<file path="config.mk">
export PLATFORM = sky130hd
export DESIGN_NAME = arf038b064e1r1w0cbbehraa4acw_swt_obs_misr_ctrl
export DESIGN_NICKNAME = d
export VERILOG_FILES = /design/src/rtl/arf038b064e1r1w0cbbehraa4acw_swt_obs_misr_ctrl.sv
export SDC_FILE = /design/constraint.sdc
export NUM_CORES = 1
export LEC_CHECK = 0
export CAP_MARGIN = 15
export CELL_PAD_IN_SITES_DETAIL_PLACEMENT = 0
export CELL_PAD_IN_SITES_GLOBAL_PLACEMENT = 2
export CORE_MARGIN = 2
export CORE_UTILIZATION = 32
export DETAILED_ROUTE_END_ITERATION = 7
export MAX_ROUTING_LAYER = met4
export PLACE_DENSITY_LB_ADDON = 0.12
export SYNTH_ARGS = -nofsm -noshare
export SYNTH_HDL_FRONTEND = slang
export SYNTH_SLANG_ARGS = --single-unit
</file>
<file path="constraint.sdc">
create_clock -name clock -period 4.76 [get_ports clock]
set_input_delay 0.952 -clock clock [delete_from_list [all_inputs] [get_ports clock]]
set_output_delay 0.952 -clock clock [all_outputs]
set_load 0.005 [all_outputs]
</file>
<file path="src/rtl/arf038b064e1r1w0cbbehraa4acw_swt_obs_misr_ctrl.sv">
// Signature collection controller for the scan write-thru observation flops:
// arms, compresses obs_in into a MISR for a programmed count, then unloads it MSB first.
module arf038b064e1r1w0cbbehraa4acw_swt_obs_misr_ctrl #(
    parameter int                      OBS_FLOP_NUM = 8,
    parameter logic [OBS_FLOP_NUM-1:0] MISR_POLY    = 8'h1D,
    parameter int                      CNT_W        = 16
) (
    input  logic                    clock,
    input  logic                    reset_b,
    input  logic [OBS_FLOP_NUM-1:0] obs_in,
    input  logic                    start,
    input  logic [CNT_W-1:0]        capture_cycles,
    input  logic                    abort,
    output logic                    busy,
    output logic                    done,
    output logic [OBS_FLOP_NUM-1:0] signature,
    output logic                    sig_sout,
    output logic                    sig_sout_valid,
    input  logic                    sig_sout_ready,
    input  logic                    unload_req
);

    localparam int                IDX_W   = $clog2(OBS_FLOP_NUM);
    localparam logic [IDX_W-1:0]  IDX_MSB = IDX_W'(OBS_FLOP_NUM - 1);

    typedef enum logic [2:0] {
        IDLE,
        ARM,
        CAPTURE,
        DONE,
        UNLOAD
    } state_t;

    state_t                  state_q, state_d;
    logic [OBS_FLOP_NUM-1:0] misr_q, misr_d;
    logic [CNT_W-1:0]        cnt_q, cnt_d;
    logic [IDX_W-1:0]        idx_q, idx_d;
    logic                    done_q, done_d;

    function automatic logic [OBS_FLOP_NUM-1:0] misr_step(
        input logic [OBS_FLOP_NUM-1:0] cur,
        input logic [OBS_FLOP_NUM-1:0] obs
    );
        logic [OBS_FLOP_NUM-1:0] fb;
        fb = cur[OBS_FLOP_NUM-1] ? MISR_POLY : '0;
        return {cur[OBS_FLOP_NUM-2:0], 1'b0} ^ fb ^ obs;
    endfunction

    always_comb begin
        state_d = state_q;
        misr_d  = misr_q;
        cnt_d   = cnt_q;
        idx_d   = idx_q;
        done_d  = 1'b0;

        if (abort) begin
            state_d = IDLE;
            misr_d  = '0;
            cnt_d   = '0;
            idx_d   = '0;
        end else begin
            case (state_q)
                IDLE: begin
                    if (start) begin
                        misr_d = '0;
                        cnt_d  = capture_cycles;
                        if (capture_cycles == '0) begin
                            state_d = DONE;
                            done_d  = 1'b1;
                        end else begin
                            state_d = ARM;
                        end
                    end
                end
                // obs_in is not trusted until the first falling-edge capture settles
                ARM: state_d = CAPTURE;
                CAPTURE: begin
                    misr_d = misr_step(misr_q, obs_in);
                    cnt_d  = cnt_q - CNT_W'(1);
                    if (cnt_q == CNT_W'(1)) begin
                        state_d = DONE;
                        done_d  = 1'b1;
                    end
                end
                DONE: begin
                    if (unload_req) begin
                        state_d = UNLOAD;
                        idx_d   = IDX_MSB;
                    end
                end
                UNLOAD: begin
                    if (sig_sout_ready) begin
                        if (idx_q == '0) begin
                            state_d = IDLE;
                        end else begin
                            idx_d = idx_q - IDX_W'(1);
                        end
                    end
                end
                default: state_d = IDLE;
            endcase
        end
    end

    always_ff @(posedge clock or negedge reset_b) begin
        if (!reset_b) begin
            state_q <= IDLE;
            misr_q  <= '0;
            cnt_q   <= '0;
            idx_q   <= '0;
            done_q  <= 1'b0;
        end else begin
            state_q <= state_d;
            misr_q  <= misr_d;
            cnt_q   <= cnt_d;
            idx_q   <= idx_d;
            done_q  <= done_d;
        end
    end

    assign busy           = (state_q == ARM) || (state_q == CAPTURE) || (state_q == UNLOAD);
    assign done           = done_q;
    assign signature      = misr_q;
    assign sig_sout_valid = (state_q == UNLOAD);
    assign sig_sout       = sig_sout_valid & misr_q[idx_q];

endmodule

</file>
; Yosys cells after proc, flatten, opt, wreduce, memory -nomap -nowiden
; Index checks and enable logic that the tools add are counted.
[op_classes]
muxes = 27
reduce_logical = 10
n_eq_ne = 11
bitwise_logic = 3
n_lt_le_gt_ge = 1
addsub = 2
[op_table]
columns = cell, count
row1 = two-way mux 16 bit, 2
row2 = one-hot mux 16 bit (2 select lines), 1
row3 = two-way mux 3 bit, 10
row4 = == test 16 x 1 -> 1 bit (second input constant), 1
row5 = logical NOT 16 bit, 1
row6 = two-way mux 8 bit, 2
row7 = one-hot mux 8 bit (2 select lines), 1
row8 = subtractor 16 x 1 -> 16 bit (second input constant), 1
row9 = one-hot mux 3 bit (5 select lines), 1
row10 = != test 3 bit (second input constant), 4
row11 = XOR 8 x 5 -> 8 bit, 1
row12 = XOR 8 bit, 1
row13 = == test 3 x 2 -> 1 bit (second input constant), 2
row14 = logical NOT 3 bit, 2
row15 = != test 3 x 2 -> 1 bit (second input constant), 2
row16 = one-hot mux 3 bit (2 select lines), 1
row17 = nonzero test 3 bit, 2
row18 = two-way mux 1 bit, 5
row19 = two-way mux 5 bit, 1
row20 = AND reduction 5 bit, 1
row21 = < comparator 3 x 4 -> 1 bit (second input constant), 1
row22 = AND reduction 4 bit, 1
row23 = binary-select mux 1 bit (select 3 bit), 1
row24 = == test 3 x 1 -> 1 bit (second input constant), 1
row25 = other kinds (7), 8
[word_totals]
out_inout_bits = 12
register_bits = 31
wordCells = 59

; Depth between registers and ports, before layout
[logic_depth]
word_depth = 5
mapped_depth = 6
ltp_nobuf = 6

; Worst setup path after synthesis
; No wires, ideal clock.
[synth_timing]
path_type = input -> register
start = input port abort
end = register state_q[0]
path_buffers = 1
path_stages = 4
arrival_ns = 2.071
slack_ns = 2.552
cell_sequence = or4b_2 -> buf_2 -> a31oi_1 -> o32ai_1
[synth_between]
elab_chain_cells = 2
word_cells_on_any_way = 7
classes_between = eq/ne: 5 / mux: 1 / reduce/logical: 1
[synth_lines]
columns = element, line
row1 = "start, declared", 13  ; input logic abort,
row2 = != test 3 bit (no line) or != test 3 x 2 -> 1 bit (tied branches), n/a
row3 = AND reduction 5 bit (no line), n/a
row4 = "end signal, assigned", 113  ; state_q <= state_d;
row5 = "end, declared", 34  ; state_t state_q, state_d;
; Several ways; a longest one is shown, not always the timed one.
; A chain may end at the register's enable or synchronous reset.

; Final worst setup path
[layout_timing]
start = register state_q[2]
end = output port sig_sout
[layout_between]
elab_chain_cells = 2
[layout_lines]
columns = element, line
row1 = == test 3 bit, 124  ; assign sig_sout_valid = (state_q == UNLOAD);
row2 = bitwise AND 1 bit, 125  ; assign sig_sout = sig_sout_valid & misr_q[idx_q];
row3 = "end, declared", 17  ; output logic sig_sout,
; No other way between the ends.

==> PnR_summary.wiki <==
{| class="wikitable"
! Metric !! Value
|-
| Worst flop-to-flop path endpoint || cnt_q[8]$_DFFE_PN0P_
|-
| Synth Net Count || 267
|-
| Post-cts hold buffer count || 0
|-
| Height of the die || 84.1 µm
|-
| Syn. warnings || 0
|-
| Final Cycle Share || 63.9%
|-
| Via count of the first global-routing pass || 1889
|-
| Wire length after detailed routing || 6000 µm
|-
| Number of filler instances in the final layout || 636
|-
| Deepest level of the CTS H-tree || 2
|-
| Most instantiated cells after synthesis || 32 x sky130_fd_sc_hd__o21ai_0, 31 x sky130_fd_sc_hd__dfrtp_1, 19 x sky130_fd_sc_hd__nor2_1
|-
| Commonest register cell after synthesis || sky130_fd_sc_hd__dfrtp_1
|-
| Cell count after synthesis || 233
|-
| Fraction of synthesized cell area taken by the top area cell type || 37.8%
|-
| Clock sinks || 31
|-
| R2R cell count || 6
|-
| Total iterations of the first detailed-routing run || 4
|-
| Leakage power || 1.05 nW
|-
| Number of ports placed on the die boundary || 42
|-
| Total negative slack for setup checks || 0 ns
|-
| Share of cells above drive strength 1 || 9.19%
|-
| Total GRT Usage || 18.5%
|-
| CTS clk-pin slew, worst paths || 0.07 ns
|-
| TritonCTS buffer count || 5
|-
| Wire length of the first global-routing pass || 10100 µm
|-
| Slew at the pin closest to its max-slew limit || 0.853 ns
|-
| Synth-to-layout area growth || 28.4%
|-
| Worst path arrival time || 2.09 ns
|-
| Maximum clock skew at final layout || 0.00317 ns
|-
| Antenna Nets Post-Route || 0
|-
| Total DRC errors in the routed layout || 0
|-
| Maximum vdd drop || 0.150 mV
|-
| Initial core utilization || 32.7%
|-
| Highest Clock Rate || 329 MHz
|-
| Top-count cell post-synth || sky130_fd_sc_hd__o21ai_0
|-
| Skew-Pair Late Insertion Delay || 0.29 ns
|-
| Per-cell via count in the routed design || 5.56
|-
| Sequential-to-total area share from yosys stat || 37.8%
|-
| Hold Path Class || flip-flop to flip-flop
|-
| Largest area contributor in the netlist || sky130_fd_sc_hd__dfrtp_1
|-
| Die footprint || 0.00708 mm²
|-
| Worst setup EP type || output port
|-
| Worst setup startpoint || state_q[2]$_DFFE_PN0P_
|-
| Detail-routed net length per standard cell || 17.2 µm
|-
| Buffers from clock root to sink, at most || 2
|-
| Number of buffers added on ports || 41
|-
| # Post-CTS Setup Buffers || 0
|-
| Worst endpoint required time || 3.81 ns
|-
| Number of DRC markers after the initial detailed-route iteration || 130
|-
| Die extent in x || 84.1 µm
|-
| Vias after detailed routing || 1940
|-
| Final count of pins violating max slew || 0
|-
| CTS tree || yes
|-
| Setup repair after global routing missed its margin || false
|-
| Share of synthesized flip-flops with an asynchronous set or reset || 100%
|-
| Initial antenna violation count || 0
|-
| Shortest clock period the worst path allows after layout || 3.04 ns
|-
| Power density cells || 490 mW/mm²
|-
| Number of nets in the finished design || 305
|-
| Count of endpoints failing hold in the final timing report || 0
|-
| Crit start category || flip-flop
|-
| Sequential cell area || 776 µm²
|-
| Mapped Avg Cell Area || 8.82 µm²
|-
| Capture point of the worst path || sig_sout
|-
| Congestion Overflow GR || 0
|-
| Number of enable-type register cells in the synthesized netlist || 0
|-
| Multi-input gate area || 0.00118 mm²
|-
| Post-synth cell types || 56
|-
| R2r startpoint || cnt_q[0]$_DFFE_PN0P_
|-
| Worst-path fanout max || 14
|-
| Clock root buffer || sky130_fd_sc_hd__clkbuf_8
|-
| Worst setup slack before clock tree synthesis || 1.56 ns
|-
| Global placement routability congestion || 0.781
|-
| HPWL after detailed placement || 4210 µm
|-
| Class of the most critical setup path || flip-flop to output port
|-
| Standard cell core area || 0.00628 mm²
|-
| Standard-cell row count || 29
|-
| Status || complete, no violations
|-
| Most area-consuming cells after synthesis || sky130_fd_sc_hd__dfrtp_1 38%, sky130_fd_sc_hd__o21ai_0 7.8%, sky130_fd_sc_hd__xnor2_1 3.8%
|-
| Cell Area, Synth || 0.00205 mm²
|-
| Number of resized instances in the post-cts repair step || 0
|-
| Final setup violation count || 0
|-
| Worst slew margin relative to its limit || 42.7%
|-
| Pin count of the biggest net entering global routing || 32
|-
| Minimum setup slack in the final design || 1.72 ns
|-
| FF-to-FF setup slack || 2.53 ns
|-
| Maxcap violations || 0
|-
| Synthesized flop and latch total || 31
|-
| # diodes || 0
|}
layout make-up:
type	instances	area share [%]
multi-input combinational	180	44.9
sequential	31	29.4
timing repair buffer	43	16.1
tap	77	3.65
clock buffer	6	3.13
inverter	10	1.42
clock inverter	2	1.33
logic make-up (layout without fill, tap and decap cells):
family	after synthesis	count (layout)	share of synthesized area (%)
compound gates	71	71	21.6
xor+xnor	14	14	5.97
fa+ha+maj	4	4	2.44
buf+inv	22	61	4.57
flops	31	31	37.8
mux	7	7	4.75
simple gates	84	84	23.0
cell usage in the layout (no fill, tap or decap), types with 5 or more instances in the layout:
cell type / instances
sky130_fd_sc_hd__nand2_1: 15
sky130_fd_sc_hd__dfrtp_1: 31
sky130_fd_sc_hd__nor4_1: 5
sky130_fd_sc_hd__inv_1: 10
sky130_fd_sc_hd__nand4_1: 6
sky130_fd_sc_hd__clkbuf_8: 6
sky130_fd_sc_hd__o21ai_0: 32
sky130_fd_sc_hd__nor2_1: 19
sky130_fd_sc_hd__xor2_1: 5
sky130_fd_sc_hd__a22oi_1: 7
sky130_fd_sc_hd__nor3b_1: 5
sky130_fd_sc_hd__a21oi_1: 11
sky130_fd_sc_hd__clkdlybuf4s50_1: 41
sky130_fd_sc_hd__xnor2_1: 9
sky130_fd_sc_hd__nor3_1: 7
where the power goes:
part           internal, mW  switching (mW)
logic                 0.255           0.319
clock network         0.169           0.105
registers             0.330           0.114
total                 0.754           0.538
registers in the layout, indices dropped and copies added, names as in the netlist:
register and cells:
state_q 3, signature 8, idx_q 3, cnt_q 16
done 1
through the flow:
| step | instances | hold slack, ns | total power [mW] | util, % | cell area (µm²) |
|---|---|---|---|---|---|
| 6_report | 349 | 0.565 | 1.29 | 42.0 | 2640 |
| 5_1_grt | 349 | 0.608 | 1.40 | 42.0 | 2640 |
| 4_1_cts | 349 | 0.568 | 1.30 | 42.0 | 2640 |
| 3_5_place_dp | 341 | 0.545 | 1.02 | 40.1 | 2520 |
| 3_3_place_gp | 341 | 0.525 | 1.03 | 40.1 | 2520 |
| 2_1_floorplan | 233 | 0.491 | 0.819 | - | 2050 |
critical path, cell delays in order (launching register included):
cell and delay (ns):
sky130_fd_sc_hd__dfrtp_1 0.60, sky130_fd_sc_hd__nor3b_2 0.51, sky130_fd_sc_hd__nor2b_1 0.19, sky130_fd_sc_hd__clkdlybuf4s50_1 0.50
how the worst min path moves through the flow:
stage	start	to	cells after the start
2_1_floorplan	cnt_q[6]$_DFFE_PN0P_	cnt_q[6]$_DFFE_PN0P_	2
3_3_place_gp	cnt_q[6]$_DFFE_PN0P_	cnt_q[6]$_DFFE_PN0P_	2
3_5_place_dp	cnt_q[6]$_DFFE_PN0P_	cnt_q[6]$_DFFE_PN0P_	2
4_1_cts	cnt_q[6]$_DFFE_PN0P_	cnt_q[6]$_DFFE_PN0P_	2
5_1_grt	cnt_q[6]$_DFFE_PN0P_	cnt_q[6]$_DFFE_PN0P_	2
6_report	signature[0]$_DFFE_PN0P_	signature[0]$_DFFE_PN0P_	2
per-layer routing:
metal	vias up	global-route usage, %	wire [µm]
li1	934	-	-
met1	948	26.6	3010
met2	49	25.8	2600
met3	9	3.66	282
met4	0	6.60	102
met5	-	-	0
Note: power is estimated with default switching activity, not from simulation.
